--- src/rtl/ycbcr2rgb_if.sv ---
// Pixel stream bundle for ycbcr2rgb: YCbCr in, RGB out, valid/ready on both sides.
// Sync side-band lines exist only when YCBCR2RGB_SYNC_EN is defined.
interface ycbcr2rgb_if;
   logic [23:0] pixel_YCbCr;
   logic        in_valid;
   logic        in_ready;
   logic [23:0] pixel_RGB;
   logic        out_valid;
   logic        out_ready;
`ifdef YCBCR2RGB_SYNC_EN
   logic        in_hsync;
   logic        in_vsync;
   logic        out_hsync;
   logic        out_vsync;

   modport slave  (input  pixel_YCbCr, in_valid, out_ready, in_hsync, in_vsync,
                   output in_ready, pixel_RGB, out_valid, out_hsync, out_vsync);
   modport master (output pixel_YCbCr, in_valid, out_ready, in_hsync, in_vsync,
                   input  in_ready, pixel_RGB, out_valid, out_hsync, out_vsync);
`else
   modport slave  (input  pixel_YCbCr, in_valid, out_ready,
                   output in_ready, pixel_RGB, out_valid);
   modport master (output pixel_YCbCr, in_valid, out_ready,
                   input  in_ready, pixel_RGB, out_valid);
`endif
endinterface

--- src/rtl/ycbcr2rgb.sv ---
// Full-range BT.601 YCbCr -> RGB, 3-stage fixed-point pipeline with global stall.
// Optional hsync/vsync side-band carried with the data: define YCBCR2RGB_SYNC_EN.
module ycbcr2rgb #(
   parameter int FRAC_BITS = 10,
   parameter int K_R_CR    = 1436,
   parameter int K_G_CB    = 352,
   parameter int K_G_CR    = 731,
   parameter int K_B_CB    = 1815
) (
   input  logic       clk,
   input  logic       rst_n,
   ycbcr2rgb_if.slave bus
);

   localparam int W = 22;
   typedef logic signed [W-1:0] acc_t;

   localparam acc_t RND = acc_t'(1 << (FRAC_BITS-1));
   localparam acc_t KRC = acc_t'(K_R_CR);
   localparam acc_t KGB = acc_t'(K_G_CB);
   localparam acc_t KGR = acc_t'(K_G_CR);
   localparam acc_t KBB = acc_t'(K_B_CB);

   // vld_q[0]=S1, vld_q[1]=S2, vld_q[2]=S3 (drives out_valid)
   logic [2:0]        vld_q, vld_d;
   logic signed [8:0] y1_q, cb1_q, cr1_q;
   logic signed [8:0] y1_d, cb1_d, cr1_d;
   acc_t              y2_q, pr_q, pgb_q, pgr_q, pb_q;
   acc_t              y2_d, pr_d, pgb_d, pgr_d, pb_d;
   acc_t              r_s, g_s, b_s;
   logic [23:0]       rgb_q, rgb_d;
   logic              en;

   // The whole pipe advances together; a full output slot that is not taken freezes it.
   assign en           = ~vld_q[2] | bus.out_ready;
   assign bus.in_ready = en;

   function automatic logic [7:0] sat8(input acc_t s);
      acc_t q;
      q = s >>> FRAC_BITS;
      if (q < acc_t'(0))
         return 8'h00;
      else if (q > acc_t'(255))
         return 8'hFF;
      else
         return q[7:0];
   endfunction

   always_comb begin
      vld_d = {vld_q[1:0], bus.in_valid};
      y1_d  = $signed({1'b0, bus.pixel_YCbCr[23:16]});
      cb1_d = $signed({1'b0, bus.pixel_YCbCr[15:8]}) - 9'sd128;
      cr1_d = $signed({1'b0, bus.pixel_YCbCr[7:0]})  - 9'sd128;

      y2_d  = acc_t'(y1_q) <<< FRAC_BITS;
      pr_d  = KRC * acc_t'(cr1_q);
      pgb_d = KGB * acc_t'(cb1_q);
      pgr_d = KGR * acc_t'(cr1_q);
      pb_d  = KBB * acc_t'(cb1_q);

      r_s   = y2_q + pr_q + RND;
      g_s   = y2_q - pgb_q - pgr_q + RND;
      b_s   = y2_q + pb_q + RND;
      rgb_d = {sat8(r_s), sat8(g_s), sat8(b_s)};
   end

   always_ff @(posedge clk or negedge rst_n) begin
      if (!rst_n) begin
         vld_q <= '0;
         y1_q  <= '0;
         cb1_q <= '0;
         cr1_q <= '0;
         y2_q  <= '0;
         pr_q  <= '0;
         pgb_q <= '0;
         pgr_q <= '0;
         pb_q  <= '0;
         rgb_q <= '0;
      end else if (en) begin
         vld_q <= vld_d;
         y1_q  <= y1_d;
         cb1_q <= cb1_d;
         cr1_q <= cr1_d;
         y2_q  <= y2_d;
         pr_q  <= pr_d;
         pgb_q <= pgb_d;
         pgr_q <= pgr_d;
         pb_q  <= pb_d;
         // Output pixel only changes when a real pixel lands; bubbles leave it intact.
         if (vld_q[1])
            rgb_q <= rgb_d;
      end
   end

   assign bus.out_valid = vld_q[2];
   assign bus.pixel_RGB = rgb_q;

`ifdef YCBCR2RGB_SYNC_EN
   logic [2:0] hs_q, vs_q;

   // Gating with in_valid keeps bubble slots sync-free so out_hsync never fires on a hole.
   always_ff @(posedge clk or negedge rst_n) begin
      if (!rst_n) begin
         hs_q <= '0;
         vs_q <= '0;
      end else if (en) begin
         hs_q <= {hs_q[1:0], bus.in_valid & bus.in_hsync};
         vs_q <= {vs_q[1:0], bus.in_valid & bus.in_vsync};
      end
   end

   assign bus.out_hsync = hs_q[2];
   assign bus.out_vsync = vs_q[2];
`endif

endmodule

--- src/flat_wrapper.sv ---
// flat-port wrapper written by rule: the top's interface ports become plain ports
module ycbcr2rgb_flat 
#(
   parameter int FRAC_BITS = 10,
   parameter int K_R_CR    = 1436,
   parameter int K_G_CB    = 352,
   parameter int K_G_CR    = 731,
   parameter int K_B_CB    = 1815
)
  (clk, rst_n, bus_pixel_YCbCr, bus_in_valid, bus_out_ready, bus_in_ready, bus_pixel_RGB, bus_out_valid);
  ycbcr2rgb_if bus_i ();
  input  logic clk;
  input  logic rst_n;
  input wire logic [$bits(bus_i.pixel_YCbCr)-1:0] bus_pixel_YCbCr;
  input wire logic [$bits(bus_i.in_valid)-1:0] bus_in_valid;
  input wire logic [$bits(bus_i.out_ready)-1:0] bus_out_ready;
  output wire logic [$bits(bus_i.in_ready)-1:0] bus_in_ready;
  output wire logic [$bits(bus_i.pixel_RGB)-1:0] bus_pixel_RGB;
  output wire logic [$bits(bus_i.out_valid)-1:0] bus_out_valid;
  assign bus_i.pixel_YCbCr = bus_pixel_YCbCr;
  assign bus_i.in_valid = bus_in_valid;
  assign bus_i.out_ready = bus_out_ready;
  assign bus_in_ready = bus_i.in_ready;
  assign bus_pixel_RGB = bus_i.pixel_RGB;
  assign bus_out_valid = bus_i.out_valid;
  ycbcr2rgb #(.FRAC_BITS(FRAC_BITS), .K_R_CR(K_R_CR), .K_G_CB(K_G_CB), .K_G_CR(K_G_CR), .K_B_CB(K_B_CB)) u_core (.clk(clk), .rst_n(rst_n), .bus(bus_i));
endmodule
--- config.mk ---
export PLATFORM = sky130hd
export DESIGN_NAME = ycbcr2rgb_flat
export DESIGN_NICKNAME = d
export VERILOG_FILES = /design/src/rtl/ycbcr2rgb_if.sv /design/src/rtl/ycbcr2rgb.sv /design/src/flat_wrapper.sv
export SDC_FILE = /design/constraint.sdc
export NUM_CORES = 1
export LEC_CHECK = 0
export ABC_CLOCK_PERIOD_IN_PS = 5200
export BUFFER_PORTS_ARGS = -buffer_cell sky130_fd_sc_hd__buf_4
export CAP_MARGIN = 20
export CORE_ASPECT_RATIO = 2
export CORE_MARGIN = 2
export CORE_UTILIZATION = 45
export CTS_CLUSTER_SIZE = 16
export DETAILED_ROUTE_END_ITERATION = 7
export PLACE_DENSITY = 0.67
export REMOVE_ABC_BUFFERS = 1
export SYNTH_ARGS = -nofsm -noshare
export SYNTH_HDL_FRONTEND = slang
export SYNTH_SLANG_ARGS = --single-unit
--- constraint.sdc ---
create_clock -name clk -period 5.2 [get_ports clk]
set_input_delay 0.52 -clock clk [delete_from_list [all_inputs] [get_ports clk]]
set_output_delay 0.52 -clock clk [all_outputs]
set_load 0.01 [all_outputs]
---- Word-level counts from Yosys, hierarchy flattened ----
Cells that the tools add are included.
storage, ports and cells
  output and inout port bits .............. 26
  register bits ........................... 142
  latch bits .............................. 0
  input port bits ......................... 28
  ROM bits ................................ 0
  memory bits (writable) .................. 0
  memories ................................ 0
operators by class
  multipliers ............................. 4
  add/sub/neg operators ................... 9
  order comparisons ....................... 6
  shift-type cells ........................ 0
  div/mod/pow operators ................... 0
  bitwise gates (word level) .............. 2
  multiplexer cells ....................... 6
  reduce and logical (&&, ||, !) cells .... 1
  equal/unequal tests ..................... 0
operators by type and width
  kind                                                  count
  adder 22 x 11 -> 22 bit (second input constant)       3
  two-way mux 8 bit                                     6
  adder 19 x 22 -> 22 bit                               2
  > comparator 12 x 9 -> 1 bit (second input constant)  3
  < comparator 12 x 1 -> 1 bit (second input constant)  3
  subtractor 19 x 22 -> 22 bit                          1
  subtractor 22 bit                                     1
  multiplier 12 x 9 -> 21 bit (first input constant)    1
  multiplier 11 x 9 -> 20 bit (first input constant)    1
  multiplier 10 x 9 -> 19 bit (first input constant)    1
  subtractor 8 x 8 -> 9 bit (second input constant)     2
  multiplier 5 x 9 -> 14 bit (first input constant)     1
  AND reduction 2 bit                                   1
  NOT 1 bit                                             1
  OR 1 bit                                              1

---- Depth between registers and ports, before layout ----
Gate-level depths: netlist of the first run.
  word-level depth ........................ 6
  mapped depth ............................ 19
  mapped depth without buffers ............ 19

---- Least setup slack after synthesis of the first run ----
Ideal clock, no wire load.
  path type ............................... register -> register
  start point ............................. register u_core.cb1_q[7]
  end point ............................... register u_core.pb_q[20]
  path buffers ............................ 0
  setup time .............................. 92 ps
  cell stages (with the launch flop) ...... 18
  arrival time ............................ 4962 ps
  slack ................................... 147 ps
  data required time ...................... 5108 ps
  path through ............................ dfrtp_1 inv_1 ha_1 ha_1 inv_1 fa_1 fa_1 inv_1 ha_1 ha_1 a2111o_1 a31oi_2 o21ai_2 o41ai_4 o21ai_2 a2111oi_4 nor3_1 o31ai_2
on the way
  word-level cells in the longest chain between the ends .. 1
ends and longest elaborated chain
  element                      RTL line         RTL
  from (decl)                  ycbcr2rgb.sv:26  logic signed [8:0] y1_q, cb1_q, cr1_q;
  from (signal assigned)       ycbcr2rgb.sv:71  cb1_q <= '0;
  from (signal assigned)       ycbcr2rgb.sv:82  cb1_q <= cb1_d;
  multiplier 12 x 9 -> 21 bit  ycbcr2rgb.sv:59  pb_d = KBB * acc_t'(cb1_q);
  to (signal assigned)         ycbcr2rgb.sv:88  pb_q <= pb_d;
  to (decl)                    ycbcr2rgb.sv:28  acc_t y2_q, pr_q, pgb_q, pgr_q, pb_q;
Every way passes these cells.
A chain may end at the register's enable or synchronous reset.

---- Worst setup path after layout of the first run ----
  start point ............................. register u_core.cb1_q[5]
  end point ............................... register u_core.pb_q[20]
The elaborated chain is that of the path after synthesis.

==> flow_summary_export.csv, run 1 <==
group,metric,value,unit
clock_tree,htree_num_levels,4,
layout,nets,1649,
worst_setup_path,worstPathMaxFanout,9,
worst_setup_path,end_kind,"flop",
synth,netlist_instances,1262,
layout,fin_util,51.4,%
synth,async_reset_ff_share,100,%
layout,n_antenna_cell,0,
run_status,status,"completed",
synth,synth.top_cell.area_share,25.1,%
layout,fill_cells,2384,
clock_tree,clock-root-buffer,"clkbuf_16",
worst_setup_path,crit_path_frequent_cell,"ha_1",
grt,grt_max_degree,78,
clock_tree,cts_tree,"yes",
die,initial_core_util,45.6,%
synth,synth_edf_count,0,
routing,detail-route-antenna-nets,0,
synth,synth_area,0.0117,sq mm
synth,synth_top_area_cell,"dfrtp_1",
grt,grt_overflow_total,0,
synth,ys_seq_area_share,25.1,%
worst_setup_path,start_kind,"flop",
sta,worst_clock_skew,7.83,ps
worst_setup_path,critPathRequiredTime,5550,ps
die,fp-row-count,83,
placement,io_buffers,53,
grt,grt_pass1_wl,47000,um
grt,grt.total_usage,22.1,%
synth,synth_cell_types,63,
synth,synthTopCellsByCount,"inv_1 (222), ha_1 (220), nand2_1 (142)",
sta,max_freq,199,MHz
synth,yosys.area_share.xor_xnor,4.57,%
synth,synth-seq-cells,117,
synth,synth_compound_area_share,14.7,%
sta,slew_violations,0,
worst_setup_path,rr_worst_depth,16,
synth,yosys-top-cells-area,"dfrtp_1 (25%), ha_1 (24%), fa_1 (13%)",
die,die_x,118,um
clock_tree,cts-buffers-inserted,17,
synth,yosysMostFrequentCell,"inv_1",
worst_setup_path,slowest_stage,"fa_1",
worst_setup_path,crit_arrival,5370,ps
routing,drc,0,
routing,vias,8922,
routing,routed_wl,28400,um
die,die-area,0.0274,sq mm
layout,syn2layout_area_growth,12.8,%
sta,finalCritPeriodShare,96.6,%
flow_run,drv_cap,0,
routing,drt_iter0_drc,318,
synth,ys_warn_count,0,
die,pin_count,54,
layout,layout-drive-gt1-share,10.2,%
sta,maxSlewHeadroom,35.3,%
clock_tree,insertion_delay,440,ps
sta,post-route-min-period,5020,ps
grt,first_global_vias,9479,
clock_tree,clock_sinks,117,
routing,detail_route.first_pass.iterations,4,
placement,place_hpwl,22900,um
synth,avgSynthCellArea,9.26,sq um
sta,hold_violations,0,
sta,setup_viol_count_final,0,
placement,place_congestion,0.943,
die,die_h,232,um
clock_tree,clockBufferDepth,2,
sta,rsz0062_at_grt,"yes",
worst_setup_path,slowest_delay,560,ps
synth,yosys.area_share.simple,10.9,%
die,core-area,0.0257,sq mm
clock_tree,clk_pin_slew_worst_paths,70,ps
clock_tree,cts-hold-fix-buffers,0,
synth,synthAdderAreaFrac,36.6,%
synth,synth_ff_type,"dfrtp_1",
worst_setup_path,crit_type,"flop to flop",
routing,wire_per_inst,16.9,um
synth,synthMuxAreaShare,0.171,%
routing,viasPerCell,5.32,
min_path,min_path_type,"input pin to asynchronous set/reset pin",
worst_setup_path,path_cells,"ha_1 -> ha_1 -> inv_1 -> fa_1 -> fa_1 -> inv_1 -> ha_1 -> ha_2 -> a2111o_1 -> a31oi_4 -> o21ai_2 -> o41ai_4 -> o21ai_4 -> a2111oi_4 -> nor3_1 -> o31ai_2",
grt,antenna_found_initial,0,
sta,worst_pin_slew,971,ps
synth,synth_top_family_by_area,"adder cells",
[cell type report]
class | instances | area (sq um) | area share [%]
Clock inverter | 15 | 154 | 1.17
Multi-Input combinational cell | 896 | 7880 | 59.8
Timing Repair Buffer | 70 | 526 | 3.99
Inverter | 223 | 840 | 6.37
Sequential cell | 117 | 2930 | 22.2
Tap cell | 340 | 425 | 3.23
Clock buffer | 17 | 425 | 3.23
[state kept, by name (all words and copies together), names as in the netlist, 8 cells and up]
signal / flops
u_core.bus.pixel_RGB: 24
u_core.cb1_q: 8
u_core.cr1_q: 8
u_core.pb_q: 14
u_core.pgb_q: 12
u_core.pgr_q: 20
u_core.pr_q: 12
u_core.y1_q: 8
u_core.y2_q: 8
[worst max-delay path, delay by kind of cell, from the launching register on]
kind                     cells  cell delay (ps)
flip-flops                   1              480
adder cells (fa/ha/maj)      6             2280
AO/OA/AOI/OAI                7             1980
buffers and inverters        2              100
AND/OR/NAND/NOR              1              110
[cells by family after synthesis]
family,Yosys count
mux,2
simple gates,282
fa+ha+maj,296
xor+xnor,61
flops,117
compound gates,255
buf+inv,249
[routing by layer]
metal  up-vias  routed length (um)  share of wire [%]  global-route usage [%]
met5         -                   0                  0                       0
met4         0                1790                6.3                    14.0
met3        78                 500                1.8                    2.53
met2       145               16400                 58                    44.1
met1      4345                9650                 34                    20.9
li1       4354                   -                  -                       -
[stage by stage]
| step | instance area (sq um) | worst slack, ps | std cells | hold slack, ps | TNS, ps |
|---|---|---|---|---|---|
| global route | 13200 | -27.7 | 1678 | 252 | -27.7 |
| finish | 13200 | 178 | 1678 | 223 | 0 |
| detailed placement | 12500 | 145 | 1644 | 461 | 0 |
| CTS | 13100 | 138 | 1676 | 226 | 0 |
| global placement | 12500 | 285 | 1644 | 450 | 0 |
| floorplan | 11600 | -606 | 1236 | 224 | -9330 |
[worst paths after layout]
check / slack, ps / endpoint / from
max: 180 / u_core.pb_q[20]$_DFFE_PN0N_ / u_core.cb1_q[5]$_DFFE_PN0N_
min in group clk: 240 / u_core.cr1_q[7]$_DFFE_PN0N_ / bus_pixel_YCbCr[7]
max in group asynchronous: 3720 / u_core.cb1_q[5]$_DFFE_PN0N_ / rst_n
max reg2reg: 180 / u_core.pb_q[20]$_DFFE_PN0N_ / u_core.cb1_q[5]$_DFFE_PN0N_
min reg2reg: 470 / u_core.y1_q[5]$_DFFE_PN0N_ / u_core.y1_q[5]$_DFFE_PN0N_
min: 220 / u_core.cr1_q[7]$_DFFE_PN0N_ / rst_n
[placed cells by master, fill, tap and decap left out, types with 3 or more instances in the layout]
cell type and n:
fa_1 76, o21a_1 12, nor3_1 15, nand4b_1 3, clkbuf_16 17, a211o_1 4, nand3_1 21, o211ai_1 12
a211oi_1 3, and3_1 11, inv_6 3, inv_8 7, o221ai_1 9, inv_1 221, nor2b_1 3, o21ai_0 57
nor3b_1 4, buf_4 70, o31ai_1 9, nand2_1 142, and2_1 4, nor2_1 46, xnor2_1 34, a21o_1 15
xor2_1 27, dfrtp_2 3, a31oi_1 8, a22oi_1 8, nand2b_1 5, ha_1 218, o21bai_1 8, dfrtp_1 114
a21oi_1 75, or3_1 8, or2_2 11
[repair_timing]
action	CTS	global route
endpoints found under the setup margin	0	7
buffers inserted	0	2
resized for setup	0	13
endpoints found under the hold margin	0	0
Power of run 1 is not shown: default switching activity piles up to over one toggle a cycle in this logic, so the estimate is an artifact.
==> run 2: changes to the inputs <==
--- a/config.mk
+++ b/config.mk
@@ -10,11 +10,12 @@
 export CAP_MARGIN = 20
 export CORE_ASPECT_RATIO = 2
 export CORE_MARGIN = 2
-export CORE_UTILIZATION = 45
+export CORE_UTILIZATION = 58
 export CTS_CLUSTER_SIZE = 16
 export DETAILED_ROUTE_END_ITERATION = 7
-export PLACE_DENSITY = 0.67
+export PLACE_DENSITY = 0.82
 export REMOVE_ABC_BUFFERS = 1
 export SYNTH_ARGS = -nofsm -noshare
 export SYNTH_HDL_FRONTEND = slang
 export SYNTH_SLANG_ARGS = --single-unit
+export TNS_END_PERCENT = 30
==> flow_summary_export.csv, run 2 (synthesized netlist as in run 1, its figures left out) <==
group,metric,value,unit
worst_setup_path,crit_type,"flop to flop",
die,die-area,0.0214,sq mm
layout,largest_register_ffs,24,
sta,post-route-min-period,5030,ps
clock_tree,clk_pin_slew_worst_paths,60,ps
layout,syn2layout_area_growth,11.9,%
routing,drt_iter0_drc,385,
grt,first_global_vias,9969,
worst_setup_path,start_kind,"flop",
placement,place_congestion,0.927,
worst_setup_path,end_kind,"flop",
worst_setup_path,worstPathMaxFanout,5,
routing,viasPerCell,5.75,
flow_run,drv_cap,0,
grt,grt_overflow_total,0,
sta,worst_pin_slew,948,ps
sta,setup_viol_count_final,0,
routing,routed_wl,28300,um
layout,layout-drive-gt1-share,9.67,%
placement,io_buffers,53,
die,core-area,0.0198,sq mm
die,die_h,205,um
worst_setup_path,reg2reg_to,"u_core.pb_q[20]$_DFFE_PN0N_",
run_status,status,"completed",
layout,n_antenna_cell,0,
grt,met3_usage,3.18,%
routing,wire_per_inst,17.7,um
sta,setup_slack,169,ps
grt,grt-busiest-layer,"met2",
sta,maxSlewHeadroom,36.8,%
worst_setup_path,critPathRequiredTime,5540,ps
routing,vias,9172,
grt,grt_pass1_wl,46800,um
worst_setup_path,rrSetupSlack,170,ps
clock_tree,clock-root-buffer,"clkbuf_16",
routing,detail_route.first_pass.iterations,5,
sta,hold_violations,0,
die,die_x,104,um
clock_tree,clock_sinks,117,
sta,rsz0062_at_grt,"yes",
placement,place_ws,74.4,ps
clock_tree,cts_tree,"yes",
clock_tree,clockBufferDepth,2,
worst_setup_path,r2r-start,"u_core.cb1_q[6]$_DFFE_PN0N_",
sta,finalCritPeriodShare,96.8,%
grt,gr-usage-met2,54.9,%
placement,place_hpwl,22400,um
layout,fill_cells,1588,
grt,antenna_found_initial,0,
routing,detail-route-antenna-nets,0,
sta,worst_clock_skew,9.93,ps
sta,slew_violations,0,
sta,max_freq,199,MHz
die,pin_count,54,
layout,layout_common_cells,"inv_1 (221), ha_1 (218), nand2_1 (142), dfrtp_1 (115), fa_1 (76)",
min_path,min_path_type,"input pin to asynchronous set/reset pin",
grt,grt.total_usage,27.9,%
die,fp-row-count,73,
layout,final_common_cell,"inv_1",
grt,grtUsageMet1,26.1,%
clock_tree,cts-buffers-inserted,17,
worst_setup_path,rr_worst_depth,18,
routing,drc,0,
clock_tree,insertion_delay,430,ps
worst_setup_path,crit_arrival,5370,ps
layout,nets,1647,
die,initial_core_util,59.0,%
clock_tree,htree_num_levels,4,
grt,grt_max_degree,97,
-- run 2: cell count changes in the layout (fill, tap and decap cells not counted), moves of 2 or more --
cell,change
clkbuf_1,+3
inv_6,-3
bufinv_16,+4
clkinv_2,+2
inv_8,-7
buf_4,-2
-- run 2: through the flow --
step | area [sq um] | hold slack [ps] | TNS (ps) | cells | util (%)
3_3_place_gp | 12400 | 449 | 0 | 1565 | 62.7
5_1_grt | 13100 | 253 | -49.6 | 1596 | 66.0
6_report | 13100 | 216 | 0 | 1596 | 66.0
2_1_floorplan | 11600 | 224 | -9330 | 1236 | -
3_5_place_dp | 12400 | 456 | 0 | 1565 | 62.7
4_1_cts | 13000 | 249 | 0 | 1595 | 65.8
-- run 2: worst max path at each step --
stage	from	endpoint
detailed placement	u_core.cb1_q[6]$_DFFE_PN0N_	u_core.pb_q[20]$_DFFE_PN0N_
floorplan	bus_out_ready	u_core.bus.pixel_RGB[16]$_DFFE_PN0P_
CTS	u_core.cb1_q[6]$_DFFE_PN0N_	u_core.pb_q[20]$_DFFE_PN0N_
finish	u_core.cb1_q[6]$_DFFE_PN0N_	u_core.pb_q[20]$_DFFE_PN0N_
global route	u_core.cr1_q[2]$_DFFE_PN0N_	u_core.pgr_q[18]$_DFFE_PN0N_
global placement	u_core.cb1_q[6]$_DFFE_PN0N_	u_core.pb_q[20]$_DFFE_PN0N_
-- run 2: critical path, stage by stage, from the launching register on --
cell,delay [ps]
dfrtp_1,390
inv_2,110
ha_2,310
ha_1,310
inv_1,90
fa_1,460
fa_1,550
inv_1,50
ha_1,290
ha_2,330
a2111o_1,470
a31oi_4,200
o21ai_2,130
o41ai_4,280
buf_4,190
o21ai_4,90
a2111oi_4,370
nor3_1,100
o31ai_2,210
-- run 2: final cells by class --
cell class | instances | area [sq um] | area share, %
Clock buffer | 21 | 450 | 3.44
Clock inverter | 9 | 154 | 1.18
Inverter | 223 | 840 | 6.42
Multi-Input combinational cell | 896 | 7870 | 60.2
Sequential cell | 117 | 2930 | 22.4
Tap cell | 262 | 328 | 2.51
Timing Repair Buffer | 68 | 510 | 3.90
-- run 2: timing repair --
item / in CTS / in global routing
endpoints found under the hold margin: 0 / 0
endpoints found under the setup margin: 0 / 6
hold buffers: 0 / 0
setup buffers: 0 / 1
gates resized for setup: 0 / 12
-- run 2: layer usage --
layer	wire, um	vias to the layer above
li1	-	4356
met1	9450	4493
met2	16200	223
met3	744	100
met4	1900	0
met5	0	-
Power of run 2 is left out for the same reason.
